**src/rtl/stream_sort_if.sv**
```systemverilog
// Valid/ready handshake bundle for stream_sort: input word stream, sorted output stream and busy flag.
interface stream_sort_if #(
    parameter int W = 8
) ();
    logic         in_valid;
    logic         in_ready;
    logic [W-1:0] in_data;
    logic         out_valid;
    logic         out_ready;
    logic [W-1:0] out_data;
    logic         out_last;
    logic         busy;

    modport master (
        output in_valid, in_data, out_ready,
        input  in_ready, out_valid, out_data, out_last, busy
    );

    modport slave (
        input  in_valid, in_data, out_ready,
        output in_ready, out_valid, out_data, out_last, busy
    );
endinterface

```
**src/rtl/stream_sort.sv**
```systemverilog
// Batch sorter: loads N words, runs N odd-even transposition passes, drains the sorted batch.
// Define STREAM_SORT_DESCEND_EN for non-increasing output order (ascending otherwise).
//
// state | meaning
// LOAD  | accepting words into r[cnt]
// SORT  | one compare-exchange pass per clock, pass parity = cnt[0]
// DRAIN | presenting r[cnt] on the output stream
module stream_sort #(
    parameter  int W  = 8,
    parameter  int N  = 8,
    localparam int CW = $clog2(N + 1)
) (
    input logic          clk,
    input logic          rst_n,
    stream_sort_if.slave s
);
    localparam int IW = (N > 2) ? $clog2(N) : 1;

    typedef enum logic [1:0] {LOAD, SORT, DRAIN} state_t;

    state_t         state;
    logic [CW-1:0]  cnt;
    logic [W-1:0]   r      [N];
    logic [W-1:0]   r_pass [N];
    logic           in_ready_q;
    logic           out_valid_q;
    logic           out_last_q;
    logic           busy_q;
    logic [IW-1:0]  idx;

    assign idx = cnt[IW-1:0];

    function automatic logic out_of_order(input logic [W-1:0] a, input logic [W-1:0] b);
`ifdef STREAM_SORT_DESCEND_EN
        return a < b;
`else
        return a > b;
`endif
    endfunction

    // Pairs are disjoint within a pass, so every exchange reads pre-pass values.
    always_comb begin
        r_pass = r;
        for (int i = 0; i < N - 1; i++) begin
            if ((i % 2) == int'(cnt[0]) && out_of_order(r[i], r[i+1])) begin
                r_pass[i]   = r[i+1];
                r_pass[i+1] = r[i];
            end
        end
    end

    always_ff @(posedge clk or negedge rst_n) begin
        if (!rst_n) begin
            state       <= LOAD;
            cnt         <= '0;
            in_ready_q  <= 1'b1;
            out_valid_q <= 1'b0;
            out_last_q  <= 1'b0;
            busy_q      <= 1'b0;
            for (int i = 0; i < N; i++) r[i] <= '0;
        end else begin
            case (state)
                LOAD: begin
                    if (s.in_valid) begin
                        r[idx] <= s.in_data;
                        if (cnt == CW'(N - 1)) begin
                            state      <= SORT;
                            cnt        <= '0;
                            in_ready_q <= 1'b0;
                            busy_q     <= 1'b1;
                        end else begin
                            cnt <= cnt + 1'b1;
                        end
                    end
                end
                SORT: begin
                    r <= r_pass;
                    if (cnt == CW'(N - 1)) begin
                        state       <= DRAIN;
                        cnt         <= '0;
                        out_valid_q <= 1'b1;
                        out_last_q  <= 1'b0;
                    end else begin
                        cnt <= cnt + 1'b1;
                    end
                end
                DRAIN: begin
                    if (s.out_ready) begin
                        if (cnt == CW'(N - 1)) begin
                            state       <= LOAD;
                            cnt         <= '0;
                            out_valid_q <= 1'b0;
                            out_last_q  <= 1'b0;
                            busy_q      <= 1'b0;
                            in_ready_q  <= 1'b1;
                        end else begin
                            cnt        <= cnt + 1'b1;
                            out_last_q <= (cnt == CW'(N - 2));
                        end
                    end
                end
                default: begin
                    state       <= LOAD;
                    cnt         <= '0;
                    in_ready_q  <= 1'b1;
                    out_valid_q <= 1'b0;
                    out_last_q  <= 1'b0;
                    busy_q      <= 1'b0;
                end
            endcase
        end
    end

    assign s.in_ready  = in_ready_q;
    assign s.out_valid = out_valid_q;
    assign s.out_last  = out_last_q;
    assign s.busy      = busy_q;
    assign s.out_data  = r[idx];
endmodule
```
**src/flat_wrapper.sv**
```systemverilog
// flat-port wrapper written by rule: the top's interface ports become plain ports
module stream_sort_flat 
#(
    parameter  int W  = 8,
    parameter  int N  = 8,
    localparam int CW = $clog2(N + 1)
)
  (clk, rst_n, s_in_valid, s_in_data, s_out_ready, s_in_ready, s_out_valid, s_out_data, s_out_last, s_busy);
  stream_sort_if #(.W(W)) s_i ();
  input logic clk;
  input logic rst_n;
  input wire logic [$bits(s_i.in_valid)-1:0] s_in_valid;
  input wire logic [$bits(s_i.in_data)-1:0] s_in_data;
  input wire logic [$bits(s_i.out_ready)-1:0] s_out_ready;
  output wire logic [$bits(s_i.in_ready)-1:0] s_in_ready;
  output wire logic [$bits(s_i.out_valid)-1:0] s_out_valid;
  output wire logic [$bits(s_i.out_data)-1:0] s_out_data;
  output wire logic [$bits(s_i.out_last)-1:0] s_out_last;
  output wire logic [$bits(s_i.busy)-1:0] s_busy;
  assign s_i.in_valid = s_in_valid;
  assign s_i.in_data = s_in_data;
  assign s_i.out_ready = s_out_ready;
  assign s_in_ready = s_i.in_ready;
  assign s_out_valid = s_i.out_valid;
  assign s_out_data = s_i.out_data;
  assign s_out_last = s_i.out_last;
  assign s_busy = s_i.busy;
  stream_sort #(.W(W), .N(N)) u_core (.clk(clk), .rst_n(rst_n), .s(s_i));
endmodule
```
**config.mk**
```make
export PLATFORM = sky130hd
export DESIGN_NAME = stream_sort_flat
export DESIGN_NICKNAME = d
export VERILOG_FILES = /design/src/rtl/stream_sort_if.sv /design/src/rtl/stream_sort.sv /design/src/flat_wrapper.sv
export SDC_FILE = /design/constraint.sdc
export NUM_CORES = 1
export LEC_CHECK = 0
export CAP_MARGIN = 10
export CORE_ASPECT_RATIO = 0.5
export CORE_MARGIN = 2
export CORE_UTILIZATION = 52
export CTS_BUF_LIST = sky130_fd_sc_hd__clkbuf_4 sky130_fd_sc_hd__clkbuf_8 sky130_fd_sc_hd__clkbuf_16
export CTS_CLUSTER_DIAMETER = 120
export DETAILED_ROUTE_END_ITERATION = 16
export PLACE_DENSITY_LB_ADDON = 0.2
export SLEW_MARGIN = 20
export SYNTH_ARGS = -nofsm -noshare
export SYNTH_HDL_FRONTEND = slang
export SYNTH_SLANG_ARGS = --single-unit
```
**constraint.sdc**
```tcl
create_clock -name clk -period 5.75 [get_ports clk]
set_input_delay 1.15 -clock clk [delete_from_list [all_inputs] [get_ports clk]]
set_output_delay 1.15 -clock clk [all_outputs]
set_load 0.01 [all_outputs]
```
Word-level counts from Yosys, hierarchy flattened
Index checks and enable logic that the tools add are counted.
- add/sub/neg operators: 1
- multipliers: 0
- div/mod/pow operators: 0
- magnitude comparators: 9
- eq/ne operators: 17
- shifts and indexed selects: 0
- mux-type cells: 37
- bitwise operators: 4
- reduce and logical (&&, ||, !) cells: 23
- operators with widths (cell ; number):
    64-bit one-hot mux with 2 select lines ; 1
    16-bit two-way mux ; 7
    64-bit bitwise mux ; 1
    64-bit two-way mux ; 1
    8-bit greater-than comparator ; 7
    3-bit AND reduction ; 9
    8-bit binary-select mux with 3-bit select ; 1
    8-bit demux with 3-bit select ; 1
    8-bit two-way mux ; 3
    3-bit by 1-bit != test with 1-bit output (second input constant) ; 6
    4-bit two-way mux ; 3
    1-bit one-hot mux with 3 select lines ; 4
    4-bit one-hot mux with 3 select lines ; 1
    2-bit two-way mux ; 5
    2-bit by 1-bit != test with 1-bit output (second input constant) ; 5
    5-bit AND reduction ; 2
    4-bit by 3-bit equality test with 1-bit output (second input constant) ; 2
    1-bit logical AND ; 8
    1-bit two-way mux ; 8
    2-bit one-hot mux with 3 select lines ; 1
    4-bit by 1-bit adder with 4-bit output (second input constant) ; 1
    4-bit >= comparator (second input constant) ; 1
    4-bit by 1-bit < comparator with 1-bit output (second input constant) ; 1
    2-bit != test (second input constant) ; 2
    8 further kinds ; 10
- register bits: 74
- bits in latches: 0
- memory bits (writable): 0
- ROM bits: 0
- output and inout port bits: 12
- logic and storage cells: 105
- memories kept: 0

Longest topological paths before layout
- depth in word-level cells: 10
- mapped depth: 9
- gate-level depth less buffers: 8

Worst setup path after synthesis
OpenSTA, ideal clock, no wires.
- path kind: register to output
- from: register u_core.cnt[0]
- to: output s_out_data[2]
- data arrival time: 1.557 ns
- data required time: 4.600 ns
- slack: 3.043 ns
- cell stages (with the launch flop): 7
- cell sequence: dfrtp_1 -> buf_4 -> buf_4 -> buf_2 -> buf_1 -> a22oi_1 -> o221ai_1
- cells in the longest elaborated chain, start to end: 4
- ends and longest elaborated chain (element ; RTL line ; text):
    start: declaration ; stream_sort.sv:22 ; logic [CW-1:0] cnt;
    start signal: assignment ; stream_sort.sv:72 ; cnt <= cnt + 1'b1;
    start signal: assignment ; stream_sort.sv:84 ; cnt <= cnt + 1'b1;
    start signal: assignment ; stream_sort.sv:97 ; cnt <= cnt + 1'b1;
    3-bit NOT with 4-bit output (not written as such) ; stream_sort.sv:118 ; assign s.out_data = r[idx];
    8-bit binary-select mux with 3-bit select ; stream_sort.sv:118 ;
    8-bit two-way mux (not written as such) (2 in a row) ; stream_sort.sv:118 ;
    end: declaration ; flat_wrapper.sv:17 ; output wire logic [$bits(s_i.out_data)-1:0] s_out_data;
Every way passes these cells. The select of a mux whose other input is x is not followed.

Worst setup path in the final report
- from: register u_core.cnt[2]
- to: output s_out_data[7]
Same word-level chain as after synthesis.

==> results.ini <==
[worst_setup_path]
r2r_cells=5
cp-end-kind=output pin
ff2ff_setup_slack_ns=2.94
worst-path-max-fanout=31
cp-endpoint=s_out_data[7]
rr_startpoint=u_core.cnt[2]
cpPeakStageDelay_ns=1.00
critical-path-slowest-cell=dfrtp_1
worstPathRequired_ns=4.60
critPathKind=reg -> out
path_cells=inv_2 -> nor2_8 -> nand2_1 -> o221ai_1 -> clkdlybuf4s50_1
r2r_end=u_core.r[63]
start_kind=flip-flop
critical_path_arrival_ns=3.06
critical_path.startpoint=u_core.cnt[2]

[final_layout]
syn2layout_area_growth_pct=10.25
antenna-diode-count=0
fin_nets=733
final_core_util=0.5983
drive_above_1_share=0.07784
nFillCells=978

[worst_hold_path]
hp-class=reg -> reg
hp-start=u_core.s.out_last

[power_and_ir_drop]
powerDensity_mw_per_mm2=632.7
p_switching_uw=2103
p_leak_uw=0.002916
p_sw_frac=0.4968
internal_power_uw=2130
power_frac_comb=0.600
pwr-share-seq=0.251
pwr-share-clk=0.149
ir_drop_v=0.0003154

[sta]
setup_viol=0
finalMaxSlewViolations=0
worst_pin_slew_ns=1.050
period_share=0.7316
setup_tns_ns=0
post-route-min-period_ns=4.207
whs_ns=0.5173
max_freq_mhz=237.7
slew-limit-headroom=0.3003
rsz0062_at_grt=false
hold_viol=0
skew_ns=0.006616

[global_routing]
grt_pass1_wl_microns=28640
antenna_found_initial=0
grt_max_degree=75
grt.total_usage=0.3036
grt.overflow.total=0
grt_pass1_vias=5017

[place]
hpwlAfterDp_microns=13450
port_buffers=23
gp_congestion=0.9256

[floorplanning]
core_area_sq_mm=0.01118
io_pins=24
fp.dieW_microns=156.8
start_util=0.5427
die_h_microns=80.39
rows=27
fp.dieArea_sq_mm=0.01260

[drt]
drt_iter0_markers=695
finalWirelength_microns=18050
wl_per_cell_microns=21.82
firstDrtPassIters=6
ant_nets=0
drc=0
num_vias=5417
vias_per_cell=6.550

[run]
cap_violations=0

[clock_network]
ctsHoldBuffers=0
cts.sinks=74
path_clk_slew_ns=0.06
h-tree-depth=3
clkLatencyLatePin_ns=0.35
cts_made_buffers=9
post-cts-setup-buffers=0
clock-root-buffer=clkbuf_16
cts_buffer_depth=2
cts_tree=built
cts_resized=0

[yosys]
synth_area_leaders=dfrtp_1 (30%), ha_1 (12%), mux2i_1 (9.1%)
yosysTopAreaCellShare=0.3010
synth_nets=726
synth_top_area_cell=dfrtp_1
netlist_area_sq_mm=0.006068
synth_warnings=0
synth.yosys.seq_area_share=0.3054
ys_top_cells_by_count=nor2_1 (86), dfrtp_1 (73), inv_1 (59)
synth.distinct_cells=67
ys_seq_elements=74
synth_edf_count=0
syn_inst=656
synthFlopType=dfrtp_1
yosysMostFrequentCell=nor2_1
synthArstFlopShare=1.000
syn_avg_cell_area_sq_um=9.250

[outcome]
status=finished clean

stage by stage:
step / area [sq um] / power [uW] / setup WS (ns) / cells
after global routing: 6690 / 4523 / 1.384 / 827
after floorplan: 6068 / 2875 / 3.043 / 656
final: 6690 / 4233 / 1.543 / 827
after detailed placement: 6350 / 3531 / 1.959 / 811
after CTS: 6679 / 4177 / 1.590 / 827
after global placement: 6350 / 3474 / 2.018 / 811
worst max-delay path, delay by kind of cell (launching register included):
family	cells	cell delay, ns
compound gates	1	0.32
buf+inv	2	0.83
flops	1	1.00
simple gates	2	0.55
state kept, by name, indices dropped and copies added, names as in the netlist:
register            flops
u_core.s.out_last       1
u_core.s.out_valid      1
u_core.s.in_ready       1
u_core.s.busy           1
u_core.state            2
u_core.r               64
u_core.cnt              4
cell type report:
type | count | area, sq um | share of cell area
clock inverters | 6 | 90.09 | 0.01347
clock buffers | 10 | 239.0 | 0.03572
multi-input cells | 488 | 3802 | 0.5684
well taps | 159 | 198.9 | 0.02974
repair buffers | 28 | 269.0 | 0.04021
inverters | 62 | 237.7 | 0.03553
flip-flops and latches | 74 | 1853 | 0.2770
placed cells by master, fill, tap and decap left out, drive strengths merged, types with 4 or more instances in the layout:
master         instances
nor2                  87
dfrtp                 73
inv                   62
ha                    58
mux2i                 55
a221oi                43
nand2                 42
a21oi                 38
o21ai                 23
clkdlybuf4s50         22
o22ai                 12
nor2b                 11
a311oi                10
clkbuf                10
mux2                   9
nand4                  8
and4                   7
a221o                  7
a211oi                 7
mux4                   6
a31oi                  6
o211ai                 6
buf                    6
o221ai                 4
a22oi                  4
a21o                   4
a211o                  4
nand3                  4
logic make-up (layout without fill, tap and decap cells):
family	count (synthesis)	count (layout)	synth area share
buffers and inverters	94	106	0.06928
and+or+nand+nor	174	174	0.1351
DFF	74	74	0.3054
AOI/OAI and AO/OA	186	186	0.2410
muxes	70	70	0.1297
adders and majority gates	58	58	0.1196
worst min path at each step:
stage                              endpoint  cells after the start
after floorplan                u_core.r[56]                      1
after global placement    u_core.s.out_last                      2
after detailed placement  u_core.s.out_last                      2
after CTS                 u_core.s.out_last                      2
after global routing      u_core.s.out_last                      2
final                     u_core.s.out_last                      2
routing by layer:
layer / GRT usage / vias up / routed length, microns
met2: 0.4342 / 260 / 7397
met3: 0.06638 / 29 / 1843
met5: 0 / - / 0
li1: - / 2471 / -
met4: 0.07982 / 0 / 269
met1: 0.4578 / 2657 / 8536
power by group through the flow:
| stage | Combinational [uW] | Sequential (uW) | Clock (uW) |
|---|---|---|---|
| finish | 2540 | 1060 | 631 |
| global route | 2790 | 1080 | 655 |
| detailed placement | 2480 | 1050 | 0 |
| global placement | 2430 | 1040 | 0 |
| floorplan | 2010 | 868 | 0 |
| CTS | 2500 | 1040 | 640 |
No activity file was read; power rests on OpenSTA's default activity.
